==> config.mk <==
export PLATFORM = sky130hd
export DESIGN_NAME = register_bridge
export DESIGN_NICKNAME = d
export VERILOG_FILES = /design/src/rtl/register_bridge.sv
export SDC_FILE = /design/constraint.sdc
export NUM_CORES = 1
export LEC_CHECK = 0
export ABC_AREA = 0
export CAP_MARGIN = 20
export CELL_PAD_IN_SITES_DETAIL_PLACEMENT = 1
export CELL_PAD_IN_SITES_GLOBAL_PLACEMENT = 1
export CORE_MARGIN = 4
export CORE_UTILIZATION = 30
export CTS_CLUSTER_DIAMETER = 100
export DETAILED_ROUTE_END_ITERATION = 10
export PLACE_DENSITY = 0.76
export SYNTH_ARGS = -nofsm -noshare
export SYNTH_HDL_FRONTEND = slang
export SYNTH_SLANG_ARGS = --single-unit
==> constraint.sdc <==
create_clock -name ipClk -period 2.02 [get_ports ipClk]
set_input_delay 0.404 -clock ipClk [delete_from_list [all_inputs] [get_ports ipClk]]
set_output_delay 0.404 -clock ipClk [all_outputs]
set_load 0.005 [all_outputs]
==> src/rtl/register_bridge.sv <==
// Byte-stream command decoder that masters the register bus: parses framed
// read/write commands from the UART receiver and returns framed responses.
module register_bridge #(
  parameter logic [7:0]  SYNC           = 8'h55,
  parameter int unsigned TIMEOUT_CYCLES = 50_000_000
) (
  input  logic        ipClk,
  input  logic        Reset,
  input  logic [7:0]  ipRxData,
  input  logic        ipRxValid,
  output logic [7:0]  opTxData,
  output logic        opTxValid,
  input  logic        ipTxReady,
  output logic [7:0]  opAddress,
  output logic [31:0] opWrData,
  output logic        opWrEnable,
  input  logic [31:0] ipRdData,
  output logic        opBusy
);

  typedef enum logic [2:0] {
    IDLE, CMD, ADDR, DATA, WRITE, RD_WAIT, RD_CAP, RESP
  } state_t;

  localparam logic [31:0] TIMEOUT_LAST = 32'(TIMEOUT_CYCLES - 1);

  state_t      state_reg, state_next;
  logic        is_write_reg, is_write_next;
  logic [1:0]  byte_idx_reg, byte_idx_next;
  logic [2:0]  tx_idx_reg, tx_idx_next;
  logic [7:0]  rsp_code_reg, rsp_code_next;
  logic [31:0] rsp_data_reg, rsp_data_next;
  logic [7:0]  addr_reg, addr_next;
  logic [31:0] wr_data_reg, wr_data_next;
  logic [31:0] timer_reg, timer_next;
  logic [2:0]  rsp_last;
  logic [7:0]  tx_byte;

  // Read responses carry four data bytes, write/error responses only the code.
  assign rsp_last = (rsp_code_reg == 8'h00) ? 3'd5 : 3'd1;

  always_comb begin
    case (tx_idx_reg)
      3'd0:    tx_byte = SYNC;
      3'd1:    tx_byte = rsp_code_reg;
      3'd2:    tx_byte = rsp_data_reg[7:0];
      3'd3:    tx_byte = rsp_data_reg[15:8];
      3'd4:    tx_byte = rsp_data_reg[23:16];
      3'd5:    tx_byte = rsp_data_reg[31:24];
      default: tx_byte = 8'h00;
    endcase
  end

  always_comb begin
    state_next    = state_reg;
    is_write_next = is_write_reg;
    byte_idx_next = byte_idx_reg;
    tx_idx_next   = tx_idx_reg;
    rsp_code_next = rsp_code_reg;
    rsp_data_next = rsp_data_reg;
    addr_next     = addr_reg;
    wr_data_next  = wr_data_reg;
    timer_next    = timer_reg;

    case (state_reg)
      IDLE: begin
        timer_next = 32'd0;
        if (ipRxValid && ipRxData == SYNC) state_next = CMD;
      end
      CMD, ADDR, DATA: begin
        if (ipRxValid) begin
          timer_next = 32'd0;
          case (state_reg)
            CMD: begin
              if (ipRxData == 8'h00 || ipRxData == 8'h01) begin
                is_write_next = ipRxData[0];
                state_next    = ADDR;
              end else begin
                rsp_code_next = 8'hFF;
                tx_idx_next   = 3'd0;
                state_next    = RESP;
              end
            end
            ADDR: begin
              addr_next     = ipRxData;
              byte_idx_next = 2'd0;
              state_next    = is_write_reg ? DATA : RD_WAIT;
            end
            default: begin
              wr_data_next[8*byte_idx_reg +: 8] = ipRxData;
              byte_idx_next = byte_idx_reg + 2'd1;
              if (byte_idx_reg == 2'd3) state_next = WRITE;
            end
          endcase
        end else if (timer_reg == TIMEOUT_LAST) begin
          // Stalled frame: drop it without touching the bus or replying.
          timer_next    = 32'd0;
          byte_idx_next = 2'd0;
          state_next    = IDLE;
        end else begin
          timer_next = timer_reg + 32'd1;
        end
      end
      WRITE: begin
        rsp_code_next = 8'h01;
        tx_idx_next   = 3'd0;
        state_next    = RESP;
      end
      RD_WAIT: state_next = RD_CAP;
      RD_CAP: begin
        rsp_data_next = ipRdData;
        rsp_code_next = 8'h00;
        tx_idx_next   = 3'd0;
        state_next    = RESP;
      end
      RESP: begin
        if (ipTxReady) begin
          if (tx_idx_reg == rsp_last) begin
            tx_idx_next = 3'd0;
            state_next  = IDLE;
          end else begin
            tx_idx_next = tx_idx_reg + 3'd1;
          end
        end
      end
      default: state_next = IDLE;
    endcase
  end

  always_ff @(posedge ipClk) begin
    if (Reset) begin
      state_reg    <= IDLE;
      is_write_reg <= 1'b0;
      byte_idx_reg <= 2'd0;
      tx_idx_reg   <= 3'd0;
      rsp_code_reg <= 8'h00;
      rsp_data_reg <= 32'd0;
      addr_reg     <= 8'h00;
      wr_data_reg  <= 32'd0;
      timer_reg    <= 32'd0;
    end else begin
      state_reg    <= state_next;
      is_write_reg <= is_write_next;
      byte_idx_reg <= byte_idx_next;
      tx_idx_reg   <= tx_idx_next;
      rsp_code_reg <= rsp_code_next;
      rsp_data_reg <= rsp_data_next;
      addr_reg     <= addr_next;
      wr_data_reg  <= wr_data_next;
      timer_reg    <= timer_next;
    end
  end

  assign opAddress  = addr_reg;
  assign opWrData   = wr_data_reg;
  assign opWrEnable = (state_reg == WRITE);
  assign opTxValid  = (state_reg == RESP);
  assign opTxData   = (state_reg == RESP) ? tx_byte : 8'h00;
  assign opBusy     = (state_reg != IDLE);

endmodule

==> qor.csv <==
metric,value,unit
Final Slew Violations,0,
"commonest non-fill, non-tap cell in the layout",nand2_1,
Peak VDD IR,0.000731,V
Post-synth top flop,dfxtp_1,
Async SR Flop Fraction,0,
slowest cell on the critical path,dfxtp_2,
WL final,20.2,mm
Final TNS setup,-1070,ps
final hold viol count,0,
CTS tree,yes,
FF-to-FF Start,timer_reg[17],
Final Setup Violations,16,
minimum clock period,2170,ps
antenna violations before repair,0,
vias,5876,
WHS Path Cells,2,
crit-path cells,buf_6 -> nor3b_4 -> buf_6 -> buf_6 -> o21ai_4 -> buf_6 -> a31oi_4 -> buf_2,
failing checks,negative setup slack,
min-delay src,rsp_data_reg[19],
area of the core,17900,µm²
hold buffers post-CTS,0,
Top-Level Pins,95,
clock skew,7.97,ps
CP peak stage delay,330,ps
RSZ-0062 raised after global routing,yes,
maximum operating frequency,0.461,GHz
Clock Path Buffers,2,
Final HPWL DP,13.1,mm
Worst path top cell family by delay,buffers and inverters,
DRC viols,0,
clk root buf,clkbuf_16,
gpl congestion,0.833,
first-pass GRT wire length,31.4,mm
Die W,143,µm
clk slew on worst S/H paths,50,ps
Worst setup SP type,flop,
H-tree depth reported by CTS,4,
layout cells sized above 1,0.257,
synthesis-to-layout area growth,54.2,%
status,"complete, but fails checks",
Least-Margin Pin Slew,529,ps
ANT nets after route,0,
"commonest cells after routing, fill and taps aside","nand2_1 (144), dfxtp_1 (101), buf_4 (84), a21oi_1 (82), clkdlybuf4s50_1 (82)",
num rows,49,
final worst path period share,1.07,
Total Nets Final,922,
Final Worst Setup Slack,-149,ps
r2r setup slk,-50,ps
Post-Syn Area per Cell,7.79,µm²
static leakage,2.98,nW
r2r worst-path depth,5,
WL/cell,18.2,µm
DIE AREA,20400,µm²
Num Clock Sinks,115,
Hold Path End,rsp_data_reg[19],
Critical Path AT,1770,ps
synth unique cells,63,
synth warn,0,
Num CTS Buffers,17,
CP bufs+invs,5,
crit path kind,flop to output pin,
grt ovf,0,
synthesized cell area,5450,µm²
Tot Pwr,6.86,mW
vias in the first global route,6127,
GRT Overall Usage,0.191,
cells after synthesis,699,
"most used cell, CP",buf_6,
initial DRC count,278,
sequential cell area fraction in the yosys report,0.423,
hold crit path type,flop to flop,
Die Height,143,µm
RR Endpoint,byte_idx_reg[1],
# port buffers,94,
largest net degree at the start of global routing,33,
"EDFF count, synth",0,
Initial Util,0.304,
DR vias/cell,5.28,
Synth Register Bits,115,
Syn Nets,751,
fillers,2123,
Ant. Diodes,0,
clk_lat worst skew,420,ps
total of max-cap violations,0,
"Req. time, crit path",1620,ps
DR pass1 iterations,4,
Slew headroom,0.643,
critical path peak fanout,7,
crit end category,output pin,
PwrDens,816,nW/µm²
worst register-to-register path, delay by kind of cell, from the launching register on:
family	cells	cell delay [ps]
DFF	1	400
AOI/OAI and AO/OA	1	260
and+or+nand+nor	4	1300
layer usage:
metal	vias up	GRT usage	wire length, µm
met3	34	0.0405	729
met2	127	0.332	10300
li1	2847	-	-
met5	-	0	0
met4	0	0.0580	484
met1	2868	0.237	8700
what timing repair did:
item | 4_1_cts | 5_1_grt
buffers inserted | 11 | 2
cloned | 1 | 2
pin swaps | 11 | 26
endpoints found under the setup margin | 41 | 43
gates resized for setup | 75 | 66
power breakdown:
group / total, mW / switching [mW] / internal, mW / leakage [nW]
combinational: 1.35 / 0.723 / 0.631 / 1.76
sequential: 2.41 / 0.0598 / 2.35 / 0.934
clock: 3.09 / 1.15 / 1.95 / 0.282
total: 6.86 / 1.93 / 4.93 / 2.98
worst max-delay path by stage:
stage,start,end,cells past startpoint,slack (ps)
final,tx_idx_reg[0],opTxData[0],8,-150
after global placement,tx_idx_reg[2],opTxData[4],6,-60
after detailed placement,tx_idx_reg[2],opTxData[6],6,-120
after floorplan,timer_reg[1],byte_idx_reg[1],7,20
after CTS,tx_idx_reg[0],opTxData[5],9,-170
after global routing,tx_idx_reg[0],opTxData[0],8,-230
synthesized netlist by cell type, drive strengths merged (6+ instances only):
cell type / n / area [µm²]
nor3b: 6 / 50.1
nor2: 37 / 139
clkbuf: 36 / 135
nand2: 148 / 556
o21ai: 25 / 125
inv: 18 / 67.6
ha: 8 / 100
a22oi: 7 / 52.6
nand4: 14 / 87.6
a21oi: 86 / 430
dfxtp: 115 / 2300
and2: 11 / 68.8
a31oi: 19 / 119
nand3: 51 / 255
mux2i: 12 / 120
nor3: 8 / 40.0
buf: 8 / 38.8
nor4: 8 / 80.1
logic make-up after synthesis:
family / Yosys count / synth area share
multiplexers: 15 / 0.0283
buffers and inverters: 62 / 0.0443
adder cells (fa/ha/maj): 8 / 0.0184
AND/OR/NAND/NOR: 314 / 0.276
AO/OA/AOI/OAI: 178 / 0.199
flip-flops: 115 / 0.423
XOR/XNOR: 7 / 0.0113
final cells by class:
| cell class | instances | area (µm²) | share of cell area |
|---|---|---|---|
| multi-input cells | 523 | 3330 | 0.397 |
| flip-flops and latches | 115 | 2320 | 0.276 |
| repair buffers | 195 | 1780 | 0.212 |
| clock buffers | 17 | 425 | 0.0506 |
| well taps | 229 | 287 | 0.0341 |
| clock inverters | 15 | 185 | 0.0220 |
| inverters | 18 | 67.6 | 0.00804 |
metrics by stage:
step / std cells / util / area, µm² / setup slack [ps] / hold slack, ps
after floorplan: 699 / - / 5470 / 22.4 / 433
after global placement: 1066 / 0.403 / 7220 / -59.9 / 439
after detailed placement: 1066 / 0.403 / 7220 / -118 / 450
after CTS: 1110 / 0.450 / 8060 / -166 / 458
after global routing: 1112 / 0.469 / 8400 / -228 / 470
final: 1112 / 0.469 / 8400 / -149 / 453
Power figures use the tool's default switching activity.
